==> config.mk <==
export PLATFORM = sky130hd
export DESIGN_NAME = transmit_mac_framer
export DESIGN_NICKNAME = d
export VERILOG_FILES = /design/src/rtl/transmit_mac_framer_pkg.sv /design/src/rtl/transmit_mac_framer_crc32_d8.sv /design/src/rtl/transmit_mac_framer.sv
export SDC_FILE = /design/constraint.sdc
export NUM_CORES = 1
export LEC_CHECK = 0
export CORE_MARGIN = 5
export CORE_UTILIZATION = 44
export CTS_CLUSTER_SIZE = 16
export DETAILED_ROUTE_END_ITERATION = 6
export HOLD_SLACK_MARGIN = 0.12
export PLACE_DENSITY = 0.73
export SYNTH_ARGS = -nofsm -noshare
export SYNTH_HDL_FRONTEND = slang
export SYNTH_SLANG_ARGS = --single-unit
==> constraint.sdc <==
create_clock -name i_clk -period 4.27 [get_ports i_clk]
set_clock_uncertainty 0.15 [all_clocks]
set_input_delay 1.0675 -clock i_clk [delete_from_list [all_inputs] [get_ports i_clk]]
set_output_delay 1.0675 -clock i_clk [all_outputs]
set_load 0.03 [all_outputs]
==> src/rtl/transmit_mac_framer_pkg.sv <==
// Shared types and constants for the GMII transmit framer and its CRC-32 engine.
package transmit_mac_framer_pkg;

    typedef enum logic [2:0] {
        ST_IDLE = 3'd0,
        ST_PRE  = 3'd1,
        ST_SFD  = 3'd2,
        ST_DATA = 3'd3,
        ST_PAD  = 3'd4,
        ST_FCS  = 3'd5,
        ST_IFG  = 3'd6
    } tx_state_e;

    localparam logic [7:0]  PREAMBLE_BYTE = 8'h55;
    localparam logic [7:0]  SFD_BYTE      = 8'hD5;
    localparam logic [31:0] CRC_INIT      = 32'hFFFF_FFFF;
    localparam logic [31:0] CRC_POLY      = 32'h04C1_1DB7;

    localparam int unsigned BYTE_CNT_W = 11;
    localparam int unsigned CNT_W      = 8;

    // Bit-reverse a 32-bit word; turns the normal polynomial into its LSB-first form.
    function automatic logic [31:0] reflect32(input logic [31:0] v);
        logic [31:0] r;
        for (int i = 0; i < 32; i++) begin
            r[i] = v[31-i];
        end
        return r;
    endfunction

endpackage

==> src/rtl/transmit_mac_framer_crc32_d8.sv <==
// Combinational IEEE 802.3 CRC-32 step: one data byte, LSB first, reflected register.
module crc32_d8
    import transmit_mac_framer_pkg::*;
(
    input  logic [7:0]  i_data,
    input  logic [31:0] i_crc,
    output logic [31:0] o_crc_c
);

    localparam logic [31:0] POLY_REFL = reflect32(CRC_POLY);

    function automatic logic [31:0] crc_byte(input logic [31:0] crc_in, input logic [7:0] d);
        logic [31:0] c;
        c = crc_in;
        for (int i = 0; i < 8; i++) begin
            c = (c[0] ^ d[i]) ? ((c >> 1) ^ POLY_REFL) : (c >> 1);
        end
        return c;
    endfunction

    assign o_crc_c = crc_byte(i_crc, i_data);

endmodule

==> src/rtl/transmit_mac_framer.sv <==
// GMII transmit framer: preamble/SFD insertion, optional zero padding, FCS append,
// inter-frame gap and underrun abort, with frame and underrun counters.
module transmit_mac_framer
    import transmit_mac_framer_pkg::*;
#(
    parameter int unsigned PREAMBLE_LEN = 7,
    parameter int unsigned MIN_FRAME    = 60,
    parameter int unsigned IFG_BYTES    = 12,
    parameter int unsigned PAD_EN       = 1
) (
    input  logic        i_clk,
    input  logic        i_rst,
    input  logic        i_data_wr,
    input  logic [7:0]  iv_data,
    input  logic        i_data_last,
    output logic        o_data_ready,
    output logic        o_gmii_tx_en,
    output logic        o_gmii_tx_er,
    output logic [7:0]  ov_gmii_txd,
    output logic [15:0] ov_tx_frame_cnt,
    output logic [15:0] ov_underrun_cnt
);

    localparam logic [BYTE_CNT_W-1:0] MIN_FRAME_W  = BYTE_CNT_W'(MIN_FRAME);
    localparam logic [BYTE_CNT_W-1:0] BYTE_CNT_MAX = '1;
    localparam logic [CNT_W-1:0]      PRE_LAST     = CNT_W'(PREAMBLE_LEN);
    localparam logic [CNT_W-1:0]      IFG_LAST     = CNT_W'(IFG_BYTES);
    localparam bit                    PAD_ON       = (PAD_EN != 0);

    tx_state_e             state_q, state_d;
    logic [CNT_W-1:0]      cnt_q, cnt_d;
    logic [BYTE_CNT_W-1:0] byte_cnt_q, byte_cnt_d, byte_cnt_inc;
    logic [31:0]           crc_q, crc_d, crc_next, fcs_word;
    logic [7:0]            crc_din;
    logic                  tx_en_q, tx_en_d;
    logic                  tx_er_q, tx_er_d;
    logic [7:0]            txd_q, txd_d;
    logic [15:0]           frame_cnt_q, frame_cnt_d;
    logic [15:0]           underrun_cnt_q, underrun_cnt_d;

    crc32_d8 u_crc (
        .i_data  (crc_din),
        .i_crc   (crc_q),
        .o_crc_c (crc_next)
    );

    assign crc_din      = (state_q == ST_PAD) ? 8'h00 : iv_data;
    assign fcs_word     = ~crc_q;
    assign o_data_ready = (state_q == ST_SFD) || (state_q == ST_DATA);

    always_ff @(posedge i_clk or posedge i_rst) begin
        if (i_rst) begin
            state_q        <= ST_IDLE;
            cnt_q          <= '0;
            byte_cnt_q     <= '0;
            crc_q          <= CRC_INIT;
            tx_en_q        <= 1'b0;
            tx_er_q        <= 1'b0;
            txd_q          <= '0;
            frame_cnt_q    <= '0;
            underrun_cnt_q <= '0;
        end else begin
            state_q        <= state_d;
            cnt_q          <= cnt_d;
            byte_cnt_q     <= byte_cnt_d;
            crc_q          <= crc_d;
            tx_en_q        <= tx_en_d;
            tx_er_q        <= tx_er_d;
            txd_q          <= txd_d;
            frame_cnt_q    <= frame_cnt_d;
            underrun_cnt_q <= underrun_cnt_d;
        end
    end

    // cnt_q is shared: preamble bytes sent, FCS byte index, or gap cycles elapsed.
    always_comb begin
        state_d        = state_q;
        cnt_d          = cnt_q;
        byte_cnt_d     = byte_cnt_q;
        crc_d          = crc_q;
        tx_en_d        = 1'b0;
        tx_er_d        = 1'b0;
        txd_d          = 8'h00;
        frame_cnt_d    = frame_cnt_q;
        underrun_cnt_d = underrun_cnt_q;
        byte_cnt_inc   = (byte_cnt_q == BYTE_CNT_MAX) ? byte_cnt_q : byte_cnt_q + BYTE_CNT_W'(1);

        unique case (state_q)
            ST_IDLE: begin
                crc_d      = CRC_INIT;
                byte_cnt_d = '0;
                cnt_d      = '0;
                if (i_data_wr) begin
                    state_d = ST_PRE;
                    tx_en_d = 1'b1;
                    txd_d   = PREAMBLE_BYTE;
                    cnt_d   = CNT_W'(1);
                end
            end
            ST_PRE: begin
                tx_en_d = 1'b1;
                if (cnt_q >= PRE_LAST) begin
                    txd_d   = SFD_BYTE;
                    state_d = ST_SFD;
                end else begin
                    txd_d = PREAMBLE_BYTE;
                    cnt_d = cnt_q + CNT_W'(1);
                end
            end
            ST_SFD, ST_DATA: begin
                tx_en_d = 1'b1;
                cnt_d   = '0;
                if (i_data_wr) begin
                    txd_d      = iv_data;
                    crc_d      = crc_next;
                    byte_cnt_d = byte_cnt_inc;
                    state_d    = ST_DATA;
                    if (i_data_last) begin
                        state_d = (PAD_ON && (byte_cnt_inc < MIN_FRAME_W)) ? ST_PAD : ST_FCS;
                    end
                end else begin
                    // Upstream starved mid-frame: flag the error and drop the FCS.
                    tx_er_d        = 1'b1;
                    underrun_cnt_d = underrun_cnt_q + 16'd1;
                    state_d        = ST_IFG;
                end
            end
            ST_PAD: begin
                tx_en_d    = 1'b1;
                crc_d      = crc_next;
                byte_cnt_d = byte_cnt_inc;
                if (byte_cnt_inc >= MIN_FRAME_W) begin
                    state_d = ST_FCS;
                    cnt_d   = '0;
                end
            end
            ST_FCS: begin
                tx_en_d = 1'b1;
                txd_d   = fcs_word[{cnt_q[1:0], 3'b000} +: 8];
                if (cnt_q[1:0] == 2'd3) begin
                    frame_cnt_d = frame_cnt_q + 16'd1;
                    state_d     = ST_IFG;
                    cnt_d       = '0;
                end else begin
                    cnt_d = cnt_q + CNT_W'(1);
                end
            end
            ST_IFG: begin
                if (cnt_q >= IFG_LAST) begin
                    state_d = ST_IDLE;
                    cnt_d   = '0;
                end else begin
                    cnt_d = cnt_q + CNT_W'(1);
                end
            end
            default: state_d = ST_IDLE;
        endcase
    end

    assign o_gmii_tx_en    = tx_en_q;
    assign o_gmii_tx_er    = tx_er_q;
    assign ov_gmii_txd     = txd_q;
    assign ov_tx_frame_cnt = frame_cnt_q;
    assign ov_underrun_cnt = underrun_cnt_q;

endmodule

* Yosys cells after proc, flatten, opt, wreduce, memory -nomap -nowiden
Cells that the tools add are included.
** Word-level totals
- Register bits after elaboration :: 96
- Input port bits :: 12
- Word-level logic and storage cells :: 99
** Cells by class
- Add/subtract/negate cells :: 4
- Order comparisons :: 4
- Equality and inequality tests :: 15
- Shift operators :: 1
- Mux-type cells :: 37
- Bitwise gates (word level) :: 18
- Reductions and logical operators :: 11
** Operators with widths (number)
- 32-bit two-way mux :: 9
- 13-bit inverter with 14-bit output :: 8
- 32-bit case mux with 3 select lines :: 1
- 8-bit two-way mux :: 7
- 8-bit case mux with 6 select lines :: 1
- 11-bit case mux with 3 select lines :: 1
- 16-bit by 1-bit adder with 16-bit output (second input constant) :: 2
- 32-bit inverter :: 1
- 8-bit case mux with 4 select lines :: 1
- 32-bit by 6-bit indexed part select with 8-bit output :: 1
- 11-bit two-way mux :: 2
- 3-bit two-way mux :: 7
- 3-bit case mux with 6 select lines :: 1
- 2-bit != test (second input constant) :: 6
- 11-bit by 1-bit adder with 11-bit output (second input constant) :: 1
- 11-bit == test (second input constant) :: 1
- 11-bit by 6-bit greater-or-equal comparator with 1-bit output (second input constant) :: 1
- 11-bit by 6-bit less-than comparator with 1-bit output (second input constant) :: 1
- 3-bit == test (second input constant) :: 3
- 8-bit by 1-bit adder with 8-bit output (second input constant) :: 1
- 8-bit by 3-bit greater-or-equal comparator with 1-bit output (second input constant) :: 1
- 8-bit by 4-bit greater-or-equal comparator with 1-bit output (second input constant) :: 1
- 1-bit bitwise XOR :: 8
- 7-bit two-way mux :: 1
- other kinds (16) :: 23

* Longest topological paths before layout
Gate-level depths: netlist of run 1.
- Depth in word-level cells :: 20
- Mapped depth :: 11

* Hierarchy
Synthesis of run 1 repeated with hierarchy kept, for this count alone.
** Unflattened totals
- Cell total of the unflattened synthesis :: 486
- Area total of the unflattened synthesis :: 5691.7 µm²
** By module, submodules not included
- transmit_mac_framer :: times used 1, cells each 422, area each 4713.3 µm²
- crc32_d8 :: times used 1, cells each 64, area each 978.4 µm²

* Worst setup path after synthesis of run 1
Ideal clock, no wire load.
- Path type :: register to register
- Start :: register state_q[2]
- End :: register byte_cnt_q[3]
- Setup time :: 0.126 ns
- Arrival time :: 2.457 ns
- Data required time :: 3.994 ns
- Setup slack :: 1.536 ns
- Cell stages (with the launch flop) :: 12
- Buffers on the path :: 4
- Period minus slack after synthesis :: 2.734 ns
- Path through :: dfrtp_1 clkbuf_1 inv_2 ha_1 and2_1 clkbuf_1 a21o_1 clkbuf_1 clkbuf_1 nand2_1 nand2_1 o31ai_1
** Between the ends
- Longest elaborated chain between the ends :: 4
** Ends and longest elaborated chain
- start, declared :: RTL line transmit_mac_framer.sv:30 : tx_state_e state_q, state_d;
- start signal, assigned :: RTL line transmit_mac_framer.sv:63 : state_q <= state_d;
- 3-bit by 2-bit == test with 1-bit output :: RTL line transmit_mac_framer.sv:88 : unique case (state_q)
- 2-bit OR reduction :: RTL line transmit_mac_framer.sv:88
- 2-bit != test (no source line) / 3-bit nonzero test (equally long branches)
- 2-bit AND reduction (no source line)
- end signal, assigned :: RTL line transmit_mac_framer.sv:65 : byte_cnt_q <= byte_cnt_d;
- end, declared :: RTL line transmit_mac_framer.sv:32 : logic [BYTE_CNT_W-1:0] byte_cnt_q, byte_cnt_d, byte_cnt_inc;
Several ways; a longest one is shown, not always the timed one.
A chain may end at the register's enable or synchronous reset.

* Final worst setup path of run 1
- Start :: register state_q[2]
- End :: output port o_data_ready
** Between the ends
- Longest elaborated chain between the ends :: 2
** Ends and longest elaborated chain
- 3-bit by 2-bit == test with 1-bit output :: RTL line transmit_mac_framer.sv:49 : assign o_data_ready = (state_q == ST_SFD) || (state_q == ST_DATA);
- 1-bit logical OR (*) :: RTL line transmit_mac_framer.sv:49
- end, declared :: RTL line transmit_mac_framer.sv:16 : output logic o_data_ready,
Mark *: on every way between the ends. The rest lies on a longest branch, timed or not.

==> results of run 1 <==
==> flip-flops by register name (all words and copies together) (netlist names) <==
signal	count
crc_q	32
ov_tx_frame_cnt	16
ov_underrun_cnt	16
byte_cnt_q	11
cnt_q	8
ov_gmii_txd	8
state_q	3
o_gmii_tx_en	1
o_gmii_tx_er	1
==> final cells by class <==
cell class                      count  share of cell area
Inverter                           11             0.00650
Clock inverter                      6              0.0103
Clock buffer                       10              0.0350
Sequential cell                    96               0.373
Timing Repair Buffer               59              0.0883
Tap cell                          172              0.0329
Multi-Input combinational cell    422               0.454
==> per-stage QoR <==
step	util	instance area, sq um	instances	worst slack (ns)
after floorplan	-	5550	551	0.600
after global placement	0.501	6250	760	0.949
after detailed placement	0.501	6250	760	0.894
after CTS	0.525	6550	776	0.802
after global routing	0.525	6550	776	0.687
final	0.525	6550	776	0.813
==> path summary, 6_finish.rpt <==
check,end
max in group asynchronous,crc_q[3]$_DFFE_PP1P_
worst max-delay path,o_data_ready
worst min register to register,ov_tx_frame_cnt[15]$_DFFE_PP0P_
min in group asynchronous,ov_tx_frame_cnt[2]$_DFFE_PP0P_
worst max register to register,ov_underrun_cnt[15]$_DFFE_PP0P_
worst min-delay path,ov_tx_frame_cnt[15]$_DFFE_PP0P_
==> layer usage <==
metal  global-route usage  up-vias  wire length [um]  share of wire
li1                     -     2005                 -              -
met1                0.231     2061              5280           0.42
met2                0.292      139              6060           0.49
met3               0.0364       13               923          0.074
met4               0.0665        0               193          0.015
met5                    0        -                 0              0
==> worst register-to-register path: cells and delay by family, from the launching register on <==
kind / cells / cell delay (ns)
and+or+nand+nor: 6 / 1.35
adders and majority gates: 1 / 0.39
DFF: 1 / 0.54
buffers and inverters: 1 / 0.22
xor gates and xnor gates: 1 / 0.15
==> layout by cell type (no fill, tap or decap), drive strengths merged, types with 2 or more instances in the layout <==
cell type | synthesis | routed
xnor2 | 72 | 72
dfrtp | 64 | 64
nand2 | 57 | 57
nor2 | 54 | 54
clkdlybuf4s50 | 0 | 54
xor2 | 43 | 43
a21oi | 40 | 40
dfstp | 32 | 32
o21ai | 21 | 21
a31oi | 18 | 18
nand3 | 15 | 15
nand4 | 12 | 12
inv | 11 | 12
ha | 10 | 10
clkbuf | 15 | 10
o22a | 8 | 8
and3 | 8 | 8
mux4 | 8 | 8
and2 | 6 | 6
or2 | 5 | 5
buf | 7 | 5
o31ai | 4 | 4
nor3 | 4 | 4
mux2 | 4 | 4
o21a | 3 | 3
a41oi | 2 | 2
o41ai | 2 | 2
a41o | 2 | 2
nor2b | 2 | 2
nand2b | 2 | 2
a21o | 2 | 2
o211ai | 2 | 2
clkinv | 0 | 2
clkinvlp | 0 | 2
==> power by group through the flow <==
stage                     clock network [W]  registers, W  logic (W)
final                              0.000808       0.00149    0.00283
after global routing               0.000871       0.00153    0.00305
after CTS                          0.000826       0.00149    0.00283
after detailed placement                  0       0.00150    0.00281
after global placement                    0       0.00149    0.00276
after floorplan                           0       0.00147    0.00224
==> cells by family (layout without fill, tap and decap cells) <==
logic type                 after synthesis  in the layout  synth area share
DFF                                     96             96             0.440
adders and majority gates               10             10            0.0226
muxes                                   12             12            0.0406
and+or+nand+nor                        174            174             0.147
xor gates and xnor gates               115            115             0.200
buffers and inverters                   33             86            0.0241
AOI/OAI and AO/OA                      111            111             0.125
==> run_results.csv, run 1 <==
group,metric,value,unit
run_status,status,"complete, no violations",
routing,routed_wl,12500,um
synth,async_flop_share,1.00,
setup_path,cp_data_required_time,3.05,ns
final_layout,area_growth,18.0,%
synth,synthFlopType,"dfrtp_1",
place,hpwl,9020,um
synth,synthCells,551,
setup_path,path_cells,"inv_2 -> ha_1 -> clkdlybuf4s50_1",
synth,synth.area.top_cells,"dfrtp_1 29%, dfstp_2 15%, xnor2_1 10%, xor2_1 6.2%, nand2_1 3.9%",
synth,synth-edff-count,0,
routing,detail_route.iter0.violations,291,
clock_network,root_buffer,"clkbuf_16",
clock_network,clockBufferDepth,2,
setup_path,cp-start-kind,"flip-flop",
synth,synth_top_area_cell,"dfrtp_1",
final_layout,final_net_count,621,
grt,grt_pass1_vias,4194,
timing,worstMarginPinSlew,0.764,ns
grt,grt_pass1_wl,21000,um
floorplan,die-area,15000,sq um
final_layout,drive_gt1_frac,0.139,
routing,first_pass_iters,5,
final_layout,area.sequential,2440,sq um
floorplan,dieHeight,122,um
final_layout,fill_cells,1089,
routing,vias_per_cell,5.44,
power_and_ir_drop,ir_drop,0.000355,V
clock_network,cts.sinks,96,
timing,timing.fmax,289,MHz
synth,synthTopCellsByCount,"64 x dfrtp_1, 64 x xnor2_1, 57 x nand2_1",
power_and_ir_drop,power.net_switching,0.00219,W
setup_path,r2r-start,"state_q[2]$_DFFE_PP0P_",
synth,ys_seq_area_frac,0.440,
routing,vias,4218,
synth,synth_cell_type_count,56,
power_and_ir_drop,internal-power,0.00294,W
flow_run,maxCapViolations,0,
synth,synth_top_area_share,0.289,
timing,setup-tns-final,0,ns
timing,slew_viol_final,0,
synth,ys_warn_count,0,
synth,avgSynthCellArea,10.1,sq um
timing,hold_violations,0,
hold_path,holdPathStages,1,
floorplan,io_pins,55,
floorplan,initial_core_util,0.445,
timing,slew-limit-headroom,0.490,
hold_path,hold_path.startpoint,"ov_tx_frame_cnt[15]$_DFFE_PP0P_",
setup_path,worstSetupEndpointType,"primary output",
grt,grt_max_degree,53,
timing,fin_hold_ws,0.319,ns
clock_network,cts_resized,0,
setup_path,crit_slowest_cell,"clkdlybuf4s50_1",
grt,overflow,0,
clock_network,cts_hold_buf,0,
setup_path,cp_slowest_stage_delay,0.74,ns
clock_network,cts.clk_slew.worst_paths,0.07,ns
clock_network,cts_buffers,9,
power_and_ir_drop,power_density,783,nW/um^2
power_and_ir_drop,power.static_leakage,2.60,nW
power_and_ir_drop,finalPower,0.00513,W
setup_path,setup.worst_path.start,"state_q[2]$_DFFE_PP0P_",
synth,syn_nets,573,
clock_network,cts_setup_buffers,0,
floorplan,row_count,41,
routing,antenna_left,0,
power_and_ir_drop,p_seq_frac,0.291,
final_layout,n_antenna_cell,0,
synth,synth_area,5550,sq um
setup_path,timing.critical_path.arrival,2.24,ns
clock_network,tritoncts,"built",
setup_path,rrSetupSlack,1.35,ns
routing,route.detailed.drc,0,
synth,ys_seq_elements,96,
final_layout,multi_input_area,2970,sq um
place,port_buffers,54,
timing,period_minus_slack,3.46,ns
clock_network,insertion_delay,0.35,ns
timing,rsz0062_at_grt,"false",
setup_path,worst-path-stages,3,
timing,setup-violations-final,0,
power_and_ir_drop,switching_share,0.427,
floorplan,die_w,122,um
setup_path,crit_fanout,14,
setup_path,crit_family,"buffers and inverters",
power_and_ir_drop,combPwrFrac,0.551,
setup_path,ff2ff_path_depth,9,
hold_path,hold_path.class,"flip-flop to flip-flop",
setup_path,cp_num_buf_inv,2,
timing,period_share,0.810,
grt,grt.total_usage,0.177,
power_and_ir_drop,power.share.clock,0.158,
grt,antenna_found_initial,0,
setup_path,crit_type,"flip-flop to primary output",
place,routabilityCongestion,0.873,
routing,wl_per_cell,16.1,um
floorplan,core,12500,sq um
clock_network,cts_max_level,3,
Note: power is estimated with default switching activity, not from simulation.
==> run 2: changes to the inputs <==
--- a/config.mk
+++ b/config.mk
@@ -10,7 +10,7 @@
 export CTS_CLUSTER_SIZE = 16
 export DETAILED_ROUTE_END_ITERATION = 6
 export HOLD_SLACK_MARGIN = 0.12
-export PLACE_DENSITY = 0.73
+export PLACE_DENSITY = 0.76
 export SYNTH_ARGS = -nofsm -noshare
 export SYNTH_HDL_FRONTEND = slang
 export SYNTH_SLANG_ARGS = --single-unit
==> constraint.sdc (replaced) <==
create_clock -name i_clk -period 2.8 [get_ports i_clk]
set_clock_uncertainty 0.15 [all_clocks]
set_input_delay 0.7 -clock i_clk [delete_from_list [all_inputs] [get_ports i_clk]]
set_output_delay 0.7 -clock i_clk [all_outputs]
set_load 0.03 [all_outputs]
==> run_results.csv, run 2 (same netlist as run 1, synthesis figures left out) <==
group,metric,value,unit
grt,antenna_found_initial,0,
grt,grt_max_degree,42,
power_and_ir_drop,power.share.clock,0.167,
final_layout,layout_common_cells,"64 x xnor2_1, 64 x dfrtp_1, 57 x nand2_1",
setup_path,cp_data_required_time,1.95,ns
clock_network,cts_resized,0,
routing,vias,4357,
timing,setup-violations-final,0,
timing,setup-tns-final,0,ns
final_layout,final_net_count,651,
clock_network,cts_hold_buf,0,
clock_network,clockBufferDepth,2,
grt,grt_pass1_wl,22000,um
setup_path,crit_type,"flip-flop to primary output",
power_and_ir_drop,power.net_switching,0.00343,W
setup_path,crit_fanout,10,
floorplan,row_count,41,
power_and_ir_drop,switching_share,0.406,
clock_network,cts_max_level,3,
clock_network,tritoncts,"built",
flow_run,maxCapViolations,0,
timing,hold_violations,0,
floorplan,io_pins,55,
floorplan,die_w,122,um
run_status,status,"complete, no violations",
timing,slew_viol_final,0,
routing,detail_route.iter0.violations,432,
final_layout,area.sequential,2440,sq um
power_and_ir_drop,ir_drop,0.000500,V
setup_path,cp-start-kind,"flip-flop",
timing,timing.fmax,376,MHz
final_layout,fill_cells,1061,
timing,rsz0062_at_grt,"false",
final_layout,area_growth,23.6,%
final_layout,drive_gt1_frac,0.180,
place,port_buffers,54,
clock_network,cts.sinks,96,
routing,antenna_left,0,
routing,vias_per_cell,5.41,
routing,first_pass_iters,4,
timing,fin_hold_ws,0.321,ns
timing,period_minus_slack,2.66,ns
grt,grt.total_usage,0.184,
timing,final.setup.worst_slack,0.141,ns
final_layout,regMostFlops,"crc_q",
routing,route.detailed.drc,0,
clock_network,cts.clk_slew.worst_paths,0.07,ns
routing,wl_per_cell,16.5,um
place,place_ws,0.0294,ns
power_and_ir_drop,p_seq_frac,0.256,
place,routabilityCongestion,0.921,
hold_path,hold_path.class,"flip-flop to flip-flop",
final_layout,largest_reg_flops,32,
setup_path,worstSetupEndpointType,"primary output",
floorplan,die-area,15000,sq um
routing,routed_wl,13300,um
floorplan,core,12500,sq um
power_and_ir_drop,internal-power,0.00502,W
grt,overflow,0,
grt,grt_pass1_vias,4459,
setup_path,timing.critical_path.arrival,1.81,ns
power_and_ir_drop,power.static_leakage,2.78,nW
power_and_ir_drop,combPwrFrac,0.577,
floorplan,dieHeight,122,um
clock_network,cts_buffers,9,
timing,slew-limit-headroom,0.572,
place,hpwl,9970,um
power_and_ir_drop,power_density,1230,nW/um^2
timing,worstMarginPinSlew,0.638,ns
final_layout,multi_input_area,2970,sq um
clock_network,cts_setup_buffers,0,
clock_network,root_buffer,"clkbuf_16",
timing,period_share,0.950,
floorplan,initial_core_util,0.445,
clock_network,insertion_delay,0.34,ns
final_layout,n_antenna_cell,0,
final_layout,post-route-util,0.550,
## run 2: changes by cell type in the layout (fill, tap and decap cells not counted), sizes merged
cell,previous run,this run
buf,5,35
bufinv,1,3
clkinv,2,1
inv,12,11
## run 2: path summary, 6_finish.rpt
kind                            depth (start not counted)  slack, ns                         endpoint                             from
worst min-delay path                                    1       0.32  ov_underrun_cnt[15]$_DFFE_PP0P_  ov_underrun_cnt[15]$_DFFE_PP0P_
min in group asynchronous                               2       0.62  ov_tx_frame_cnt[12]$_DFFE_PP0P_                            i_rst
max in group asynchronous                               3       1.26             crc_q[9]$_DFFE_PP1P_                            i_rst
worst max register to register                          6       0.23             cnt_q[0]$_DFFE_PP0P_        byte_cnt_q[5]$_DFFE_PP0P_
worst min register to register                          1       0.32  ov_underrun_cnt[15]$_DFFE_PP0P_  ov_underrun_cnt[15]$_DFFE_PP0P_
worst max-delay path                                    3       0.14                     o_data_ready           state_q[2]$_DFFE_PP0P_
## run 2: power by group through the flow
stage / Sequential (W) / Clock, W / Combinational [W]
finish: 0.00217 / 0.00141 / 0.00488
CTS: 0.00216 / 0.00144 / 0.00487
floorplan: 0.00224 / 0 / 0.00342
global placement: 0.00216 / 0 / 0.00473
global route: 0.00221 / 0.00150 / 0.00527
detailed placement: 0.00218 / 0 / 0.00483
## run 2: final cells by class
class                      instances  area share
multi-input combinational        422       0.433
sequential                        96       0.356
timing repair buffer              89       0.123
clock buffer                      10      0.0334
tap                              172      0.0314
clock inverter                     6      0.0168
inverter                          11     0.00657
## run 2: critical path: stages (launching register included)
cell and delay [ns]:
dfrtp_1 0.42, inv_2 0.16, ha_1 0.21, clkdlybuf4s50_1 0.68
## run 2: metal layers
layer | track usage | vias to the layer above | wire [um]
met1 | 0.230 | 2136 | 5480
li1 | - | 2056 | -
met4 | 0.0728 | 0 | 299
met2 | 0.311 | 139 | 6640
met3 | 0.0382 | 26 | 866
met5 | 0 | - | 0
## run 2: stage by stage
| step | power, W | cell area (sq um) | instances |
|---|---|---|---|
| 2_1_floorplan | 0.00566 | 5550 | 551 |
| 3_3_place_gp | 0.00690 | 6510 | 790 |
| 3_5_place_dp | 0.00701 | 6510 | 790 |
| 4_1_cts | 0.00847 | 6860 | 806 |
| 5_1_grt | 0.00898 | 6860 | 806 |
| 6_report | 0.00845 | 6860 | 806 |
==> run 3: changes to the inputs <==
--- a/config.mk
+++ b/config.mk
@@ -10,7 +10,7 @@
 export CTS_CLUSTER_SIZE = 16
 export DETAILED_ROUTE_END_ITERATION = 6
 export HOLD_SLACK_MARGIN = 0.12
-export PLACE_DENSITY = 0.76
+export PLACE_DENSITY = 0.73
 export SYNTH_ARGS = -nofsm -noshare
 export SYNTH_HDL_FRONTEND = slang
 export SYNTH_SLANG_ARGS = --single-unit
==> constraint.sdc (replaced) <==
create_clock -name i_clk -period 3.2 [get_ports i_clk]
set_clock_uncertainty 0.15 [all_clocks]
set_input_delay 0.8 -clock i_clk [delete_from_list [all_inputs] [get_ports i_clk]]
set_output_delay 0.8 -clock i_clk [all_outputs]
set_load 0.03 [all_outputs]
==> run_results.csv, run 3 (same netlist as run 1, synthesis figures left out) <==
group,metric,value,unit
final_layout,fill_cells,1078,
run_status,status,"complete, no violations",
setup_path,crit_fanout,12,
clock_network,cts.clk_slew.worst_paths,0.08,ns
power_and_ir_drop,power_density,1050,nW/um^2
routing,antenna_left,0,
power_and_ir_drop,combPwrFrac,0.568,
setup_path,cp-start-kind,"flip-flop",
power_and_ir_drop,p_seq_frac,0.282,
setup_path,cp_num_buf_inv,1,
routing,routed_wl,12700,um
floorplan,row_count,41,
clock_network,cts_hold_buf,0,
power_and_ir_drop,power.share.clock,0.150,
setup_path,worstSetupEndpointType,"primary output",
timing,setup-tns-final,0,ns
final_layout,area_growth,19.3,%
setup_path,cp_data_required_time,2.25,ns
clock_network,cts.sinks,96,
power_and_ir_drop,power.static_leakage,2.65,nW
routing,wl_per_cell,16.2,um
setup_path,cp_slowest_stage_delay,0.74,ns
hold_path,hold_path.class,"flip-flop to flip-flop",
setup_path,crit_family,"buffers and inverters",
setup_path,crit_type,"flip-flop to primary output",
final_layout,layout_common_cells,"64 x xnor2_1, 64 x dfrtp_1, 57 x nand2_1",
final_layout,largest_reg_flops,32,
clock_network,clockBufferDepth,2,
grt,overflow,0,
setup_path,setup.worst_path.start,"state_q[1]$_DFFE_PP0P_",
clock_network,cts_resized,0,
timing,slew-limit-headroom,0.502,
timing,rsz0062_at_grt,"false",
grt,grt.total_usage,0.176,
clock_network,tritoncts,"built",
final_layout,drive_gt1_frac,0.151,
floorplan,core,12500,sq um
setup_path,timing.rr.end,"cnt_q[0]$_DFFE_PP0P_",
setup_path,crit_slowest_cell,"clkdlybuf4s50_1",
routing,vias,4259,
timing,period_share,0.960,
final_layout,regMostFlops,"crc_q",
floorplan,dieHeight,122,um
timing,timing.fmax,326,MHz
final_layout,final_net_count,628,
setup_path,endpoint,"o_data_ready",
setup_path,path_cells,"ha_1 -> clkdlybuf4s50_1",
clock_network,cts_max_level,3,
setup_path,r2r-start,"byte_cnt_q[0]$_DFFE_PP0P_",
setup_path,timing.critical_path.arrival,2.12,ns
clock_network,cts_setup_buffers,0,
routing,first_pass_iters,5,
grt,antenna_found_initial,0,
clock_network,insertion_delay,0.34,ns
place,hpwl,9170,um
clock_network,root_buffer,"clkbuf_16",
timing,worstMarginPinSlew,0.742,ns
place,port_buffers,54,
flow_run,maxCapViolations,0,
routing,vias_per_cell,5.44,
final_layout,n_antenna_cell,0,
power_and_ir_drop,finalPower,0.00693,W
floorplan,die-area,15000,sq um
floorplan,die_w,122,um
setup_path,ff2ff_path_depth,7,
floorplan,io_pins,55,
floorplan,initial_core_util,0.445,
setup_path,rrSetupSlack,0.44,ns
grt,grt_pass1_vias,4219,
power_and_ir_drop,power.net_switching,0.00297,W
timing,period_minus_slack,3.07,ns
grt,grt_max_degree,97,
grt,grt_pass1_wl,21200,um
routing,detail_route.iter0.violations,334,
timing,hold_violations,0,
routing,route.detailed.drc,0,
place,routabilityCongestion,0.923,
setup_path,worst-path-stages,2,
power_and_ir_drop,switching_share,0.429,
power_and_ir_drop,ir_drop,0.000428,V
timing,setup-violations-final,0,
clock_network,cts_buffers,9,
timing,slew_viol_final,0,
power_and_ir_drop,internal-power,0.00396,W
run 3: layout make-up:
cell class	count	area [sq um]	area share
sequential	96	2440	0.369
clock buffer	9	225	0.0340
timing repair buffer	66	656	0.0991
multi-input combinational	422	2970	0.449
tap	172	215	0.0325
clock inverter	7	62.6	0.00946
inverter	11	45.0	0.00681
run 3: how the worst min path moves through the flow:
stage                                               start                              end  slack, ns  cells past startpoint
after floorplan                      cnt_q[7]$_DFFE_PP0P_             cnt_q[7]$_DFFE_PP0P_       0.30                      1
after global placement    ov_underrun_cnt[15]$_DFFE_PP0P_  ov_underrun_cnt[15]$_DFFE_PP0P_       0.31                      1
after detailed placement  ov_tx_frame_cnt[15]$_DFFE_PP0P_  ov_tx_frame_cnt[15]$_DFFE_PP0P_       0.32                      1
after CTS                 ov_tx_frame_cnt[15]$_DFFE_PP0P_  ov_tx_frame_cnt[15]$_DFFE_PP0P_       0.33                      1
after global routing      ov_tx_frame_cnt[15]$_DFFE_PP0P_  ov_tx_frame_cnt[15]$_DFFE_PP0P_       0.34                      1
final                     ov_tx_frame_cnt[15]$_DFFE_PP0P_  ov_tx_frame_cnt[15]$_DFFE_PP0P_       0.33                      1
run 3: worst register-to-register path: cells and delay by family, from the launching register on:
kind	cells	cell delay [ns]
adders and majority gates	1	0.30
DFF	1	0.41
and+or+nand+nor	3	0.97
AOI/OAI and AO/OA	2	0.46
muxes	1	0.36
run 3: power groups by stage:
stage                     combinational [W]  clock, W  sequential (W)
after floorplan                     0.00299         0         0.00196
after global placement              0.00382         0         0.00196
after detailed placement            0.00391         0         0.00197
after CTS                           0.00394   0.00107         0.00195
after global routing                0.00426   0.00111         0.00199
final                               0.00393   0.00104         0.00196
run 3: per-layer routing:
layer / vias to the layer above / wire length [um] / share of wire / track usage
li1: 2018 / - / - / -
met1: 2058 / 5480 / 0.43 / 0.231
met2: 160 / 6200 / 0.49 / 0.301
met3: 23 / 712 / 0.056 / 0.0240
met4: 0 / 280 / 0.022 / 0.0588
met5: - / 0 / 0 / 0
run 3: through the flow:
| step | utilization | worst slack, ns | instances | cell area (sq um) | hold WS [ns] |
|---|---|---|---|---|---|
| 6_report | 0.531 | 0.128 | 783 | 6620 | 0.326 |
| 3_5_place_dp | 0.508 | 0.221 | 767 | 6330 | 0.320 |
| 3_3_place_gp | 0.508 | 0.275 | 767 | 6330 | 0.312 |
| 2_1_floorplan | - | 0.466 | 551 | 5550 | 0.299 |
| 4_1_cts | 0.531 | 0.114 | 783 | 6620 | 0.330 |
| 5_1_grt | 0.531 | 0.0344 | 783 | 6620 | 0.338 |
